File: config.mk
export PLATFORM = sky130hd
export DESIGN_NAME = clb_config_loader_flat
export DESIGN_NICKNAME = d
export VERILOG_FILES = /design/src/rtl/clb_config_loader_if.sv /design/src/rtl/clb_config_loader.sv /design/src/flat_wrapper.sv
export SDC_FILE = /design/constraint.sdc
export NUM_CORES = 1
export LEC_CHECK = 0
export CAP_MARGIN = 30
export CORE_MARGIN = 2
export CORE_UTILIZATION = 53
export DETAILED_ROUTE_END_ITERATION = 10
export GPL_TIMING_DRIVEN = 0
export PLACE_DENSITY = 0.78
export SETUP_SLACK_MARGIN = 0.3
export SLEW_MARGIN = 25
export SYNTH_ARGS = -nofsm -noshare
export SYNTH_HDL_FRONTEND = slang
export SYNTH_SLANG_ARGS = --single-unit
File: constraint.sdc
create_clock -name clk_i -period 1.51 [get_ports clk_i]
set_input_delay 0.151 -clock clk_i [delete_from_list [all_inputs] [get_ports clk_i]]
set_output_delay 0.151 -clock clk_i [all_outputs]
set_load 0.01 [all_outputs]
File: src/rtl/clb_config_loader_if.sv
// clb_config_loader_if: start/serial-stream/CLB-write bundle between a config source and the loader
interface clb_config_loader_if #(parameter int NUM_CLB = 4, parameter int CFG_W = 23);
  logic start_i;
  logic ser_data_i;
  logic ser_valid_i;
  logic ser_ready_o;
  logic [NUM_CLB-1:0] wr_en_o;
  logic [CFG_W-1:0] bits_o;
  logic busy_o;
  logic done_o;
  logic err_o;
  modport master(output start_i, ser_data_i, ser_valid_i, input ser_ready_o, wr_en_o, bits_o, busy_o, done_o, err_o);
  modport slave(input start_i, ser_data_i, ser_valid_i, output ser_ready_o, wr_en_o, bits_o, busy_o, done_o, err_o);
endinterface

File: src/rtl/clb_config_loader.sv
// clb_config_loader: serial-to-CFG_W deserializer writing NUM_CLB CLBs in order; define CFG_PARITY_EN for even parity per frame
module clb_config_loader #(
  parameter int NUM_CLB = 4,
  parameter int CFG_W = 23
) (
  input logic clk_i,
  input logic rst_i,
  clb_config_loader_if.slave bus
);
`ifdef CFG_PARITY_EN
  localparam int FRAME_W = CFG_W + 1;
`else
  localparam int FRAME_W = CFG_W;
`endif
  localparam int CNT_W = $clog2(FRAME_W + 1);
  localparam int IDX_W = NUM_CLB > 1 ? $clog2(NUM_CLB) : 1;
  typedef enum logic [1:0] {IDLE, SHIFT, WRITE} state_t;
  state_t state_q, state_d;
  logic [FRAME_W-2:0] sr_q, sr_d;
  logic [CNT_W-1:0] cnt_q, cnt_d;
  logic [IDX_W-1:0] idx_q, idx_d;
  logic [CFG_W-1:0] bits_q, bits_d;
  logic done_q, done_d, err_q, err_d;
  logic [FRAME_W-1:0] frame;
  logic last;
  // the incoming bit completes the frame combinationally, so bits_o loads on the accepting edge
  assign frame = {sr_q, bus.ser_data_i};
  assign last = bus.ser_valid_i && cnt_q == CNT_W'(FRAME_W - 1);
  always_comb begin
    state_d = state_q;
    sr_d = sr_q;
    cnt_d = cnt_q;
    idx_d = idx_q;
    bits_d = bits_q;
    done_d = done_q;
    err_d = err_q;
    case (state_q)
      IDLE: if (bus.start_i) begin
        cnt_d = '0;
        idx_d = '0;
        done_d = 1'b0;
        err_d = 1'b0;
        state_d = SHIFT;
      end
      SHIFT: if (bus.ser_valid_i) begin
        sr_d = frame[FRAME_W-2:0];
        cnt_d = cnt_q + 1'b1;
`ifdef CFG_PARITY_EN
        if (last && ^frame) begin
          err_d = 1'b1;
          state_d = IDLE;
        end else if (last) begin
          bits_d = frame[FRAME_W-1:1];
          state_d = WRITE;
        end
`else
        if (last) begin
          bits_d = frame;
          state_d = WRITE;
        end
`endif
      end
      WRITE: if (idx_q == IDX_W'(NUM_CLB - 1)) begin
        done_d = 1'b1;
        state_d = IDLE;
      end else begin
        idx_d = idx_q + 1'b1;
        cnt_d = '0;
        state_d = SHIFT;
      end
      default: state_d = IDLE;
    endcase
  end
  always_ff @(posedge clk_i) begin
    if (rst_i) begin
      state_q <= IDLE;
      sr_q <= '0;
      cnt_q <= '0;
      idx_q <= '0;
      bits_q <= '0;
      done_q <= 1'b0;
      err_q <= 1'b0;
    end else begin
      state_q <= state_d;
      sr_q <= sr_d;
      cnt_q <= cnt_d;
      idx_q <= idx_d;
      bits_q <= bits_d;
      done_q <= done_d;
      err_q <= err_d;
    end
  end
  assign bus.ser_ready_o = state_q == SHIFT;
  assign bus.busy_o = state_q != IDLE;
  assign bus.wr_en_o = state_q == WRITE ? NUM_CLB'(1) << idx_q : '0;
  assign bus.bits_o = bits_q;
  assign bus.done_o = done_q;
  assign bus.err_o = err_q;
endmodule

File: src/flat_wrapper.sv
// flat-port wrapper written by rule: the top's interface ports become plain ports
module clb_config_loader_flat 
#(
  parameter int NUM_CLB = 4,
  parameter int CFG_W = 23
)
  (clk_i, rst_i, bus_start_i, bus_ser_data_i, bus_ser_valid_i, bus_ser_ready_o, bus_wr_en_o, bus_bits_o, bus_busy_o, bus_done_o, bus_err_o);
  clb_config_loader_if #(.NUM_CLB(NUM_CLB), .CFG_W(CFG_W)) bus_i ();
  input logic clk_i;
  input logic rst_i;
  input wire logic [$bits(bus_i.start_i)-1:0] bus_start_i;
  input wire logic [$bits(bus_i.ser_data_i)-1:0] bus_ser_data_i;
  input wire logic [$bits(bus_i.ser_valid_i)-1:0] bus_ser_valid_i;
  output wire logic [$bits(bus_i.ser_ready_o)-1:0] bus_ser_ready_o;
  output wire logic [$bits(bus_i.wr_en_o)-1:0] bus_wr_en_o;
  output wire logic [$bits(bus_i.bits_o)-1:0] bus_bits_o;
  output wire logic [$bits(bus_i.busy_o)-1:0] bus_busy_o;
  output wire logic [$bits(bus_i.done_o)-1:0] bus_done_o;
  output wire logic [$bits(bus_i.err_o)-1:0] bus_err_o;
  assign bus_i.start_i = bus_start_i;
  assign bus_i.ser_data_i = bus_ser_data_i;
  assign bus_i.ser_valid_i = bus_ser_valid_i;
  assign bus_ser_ready_o = bus_i.ser_ready_o;
  assign bus_wr_en_o = bus_i.wr_en_o;
  assign bus_bits_o = bus_i.bits_o;
  assign bus_busy_o = bus_i.busy_o;
  assign bus_done_o = bus_i.done_o;
  assign bus_err_o = bus_i.err_o;
  clb_config_loader #(.NUM_CLB(NUM_CLB), .CFG_W(CFG_W)) u_core (.clk_i(clk_i), .rst_i(rst_i), .bus(bus_i));
endmodule
==> flow_metrics.py <==
metrics = {
    "sta": {
        "final_hold_viol_count": 0,
        "finalMaxSlewViolations": 0,
        "rsz0062_at_grt": "true",
        "fin_crit_ps": 1600,
        "layout_setup_ws_ps": -86.6,
        "max_slew_margin_pct": 56.7,
        "fmax_mhz": 626,
        "skew_ps": 9.85,
        "worst_pin_slew_ps": 649,
        "period_share_pct": 106,
        "setup_viol": 1,
    },
    "clock_tree": {
        "root_buffer": "clkbuf_8",
        "htreeDepth": 2,
        "cts_tree": "yes",
        "cts_buffer_depth": 2,
        "clk_pin_slew_ps": 110,
        "numCtsBuffers": 5,
        "cts.sinks": 55,
        "cts.hold.buffers_added": 0,
        "clk_latency_ps": 310,
    },
    "pwr": {
        "power_density_nw_per_um2": 706,
        "ir_drop_mv": 0.636,
        "cellLeakagePower_uw": 0.00146,
    },
    "drt": {
        "num_vias": 2405,
        "wire_per_inst_um": 19.5,
        "dr_wl_met2_mm": 3.94,
        "dr.first_iter.drc_count": 152,
        "antenna_left": 0,
        "top_layer_used": "met4",
        "drc": 0,
        "m1WireLength_mm": 3.14,
        "viasPerCell": 5.92,
        "routed_wl_mm": 7.93,
        "dr.pass1.iters": 6,
        "dr_wl_met3_um": 516,
    },
    "place": {
        "io_buffers": 34,
        "gp_congestion": 0.772,
        "dp_cells": 365,
        "dp.final_hpwl_mm": 3.50,
        "dp_slack_ps": -378,
    },
    "synthesis": {
        "synth_fp_nets": 290,
        "yosys.area_share.xor_xnor_pct": 0,
        "syn_inst": 279,
        "yosys.area.top_type_share_pct": 45.7,
        "synthFlopType": "dfxtp_1",
        "seq_area_frac_synth_pct": 45.7,
        "synth_warnings": 0,
        "synth.area.mux_share_pct": 9.98,
        "yosysUniqueCellTypes": 38,
        "synth_top_family_by_area": "simple AND/OR/NAND/NOR gates",
        "synth-seq-cells": 55,
        "synth.largest_area_cell": "dfxtp_1",
        "synth_area_leaders": "dfxtp_1 46%, nand2_1 15%, mux2i_1 10%",
        "synthSimpleGateAreaFrac_pct": 25.4,
        "async_reset_ff_share_pct": 0,
        "synth_edf_count": 0,
        "syn_area_um2": 2410,
        "synth_compound_area_share_pct": 9.20,
        "synth-adder-area-share_pct": 3.12,
        "syn_avg_cell_area_um2": 8.63,
    },
    "die": {
        "die-area_um2": 5100,
        "io_pins": 36,
        "initial_core_util_pct": 55.3,
        "chipHeight_um": 71.4,
        "core_area_um2": 4350,
        "die_w_um": 71.4,
        "placementRows": 24,
    },
    "layout": {
        "final_util_pct": 84.4,
        "layoutNonFillerInstCount": 406,
        "nNetsFinal": 364,
        "drive_gt1_share_pct": 41.0,
        "diodes": 0,
        "synthToLayoutAreaGrowth_pct": 52.6,
    },
    "global_route": {
        "grt_pass1_wl_mm": 10.8,
        "grt.overflow.total": 0,
        "track_usage_pct": 26.7,
        "grt_max_degree": 18,
        "grt_pass1_vias": 2301,
        "antenna_found_initial": 0,
    },
    "setup_path": {
        "cp_top_family": "simple AND/OR/NAND/NOR gates",
        "cp-end-kind": "register",
        "cp.arrival_ps": 1810,
        "required_ps": 1730,
        "critPathBufInv": 2,
        "path_class": "register to register",
        "max_stage_delay_ps": 460,
        "path_cells": "buf_6 > buf_4 > mux2i_4 > or4_1 > a21oi_1",
        "path_max_fanout": 6,
        "critical_path.slowest_cell": "or4_1",
        "start_kind": "register",
    },
    "hold_path": {
        "min_path_type": "input port to register",
    },
    "outcome": {
        "status": "finished, violations left",
        "violations": "setup timing",
    },
    "run": {
        "max-cap-violations": 0,
    },
}
-- path summary, 6_finish.rpt --
check	endpoint	depth (start not counted)	slack, ps	start
worst max register to register	u_core.cnt_q[1]	5	-90	u_core.state_q[0]
worst min register to register	u_core.bus.bits_o[0]	2	460	u_core.bus.bits_o[0]
worst min-delay path	u_core.sr_q[0]	3	460	bus_ser_data_i
worst max-delay path	u_core.cnt_q[1]	5	-90	u_core.state_q[0]
-- flip-flops by register name (all words and copies together), names as in the netlist --
name	cells
u_core.idx_q	2
u_core.state_q	2
u_core.bus.done_o	1
u_core.cnt_q	5
u_core.bus.bits_o	23
u_core.sr_q	22
-- cell usage in the layout, fill, tap and decap left out, types with 5 or more instances in the layout --
cell type,synthesis,routed
clkbuf_8,0,6
a21oi_2,0,21
nand2_4,0,15
buf_4,3,22
mux2i_1,24,23
dfxtp_1,55,46
nand2_1,94,71
nand2_2,1,9
dlygate4sd2_1,0,25
a21oi_1,27,6
dfxtp_2,0,5
buf_6,4,24
-- synth_stat cells (2+ instances only) --
| library cell | count |
|---|---|
| ha_1 | 6 |
| buf_4 | 3 |
| inv_1 | 5 |
| and2_1 | 6 |
| and3_2 | 2 |
| o211ai_1 | 2 |
| a31oi_1 | 2 |
| nand2_1 | 94 |
| buf_1 | 2 |
| nand3b_1 | 4 |
| mux2i_1 | 24 |
| buf_2 | 6 |
| dfxtp_1 | 55 |
| o21ai_1 | 3 |
| a21oi_1 | 27 |
| nor2b_1 | 4 |
| o21ai_0 | 2 |
| clkbuf_1 | 4 |
| o2111ai_1 | 2 |
| nor3b_1 | 3 |
| nand4b_1 | 2 |
| nand3_1 | 2 |
| buf_6 | 4 |
-- cell families (layout without fill, tap and decap cells) --
family                     count (synthesis)  after routing
and+or+nand+nor                          127            127
adders and majority gates                  6              6
other                                      1              1
muxes                                     24             24
buffers and inverters                     26            101
DFF                                       55             55
AOI/OAI and AO/OA                         40             40
-- worst min-delay path, delay by kind of cell --
| family | cells | cell delay, ps |
|---|---|---|
| AO/OA/AOI/OAI | 1 | 60 |
| buffers and inverters | 1 | 430 |
| AND/OR/NAND/NOR | 1 | 90 |
-- report_power, final --
| group | leakage [uW] | switching (uW) | internal (uW) | total [uW] |
|---|---|---|---|---|
| Clock | 0.0000454 | 504 | 335 | 839 |
| Sequential | 0.000449 | 5.16 | 1450 | 1450 |
| Combinational | 0.000970 | 164 | 137 | 301 |
-- per-layer routing --
layer	up-vias	GRT usage, %
li1	1071	-
met1	1188	33.1
met2	110	46.2
met3	36	5.34
met4	0	9.64
met5	-	0
-- final cells by class --
class | count | area, um^2
multi-input cells | 198 | 1500
repair buffers | 67 | 643
fillers | 222 | 681
inverters | 6 | 27.5
well taps | 52 | 65.1
clock inverters | 2 | 17.5
plain buffers | 20 | 226
flip-flops and latches | 55 | 1120
clock buffers | 6 | 72.6
-- per-stage QoR --
| stage | total power [uW] | cell area (um^2) | hold WS, ps | TNS (ps) |
|---|---|---|---|---|
| after CTS | 2500 | 3300 | 408 | 0 |
| after floorplan | 1590 | 2430 | 287 | 0 |
| after global routing | 2640 | 3670 | 465 | -149 |
| after detailed placement | 1650 | 2840 | 450 | -13450 |
| after global placement | 1650 | 2840 | 441 | -11880 |
| final | 2590 | 3670 | 459 | -86.6 |
-- what timing repair did --
action / CTS / global route
pin swaps: 30 / 31
endpoints found under the setup margin: 83 / 60
gates resized for setup: 120 / 77
buffers inserted: 18 / 10
cloned: 3 / 2
(Power assumes the default switching activity.)
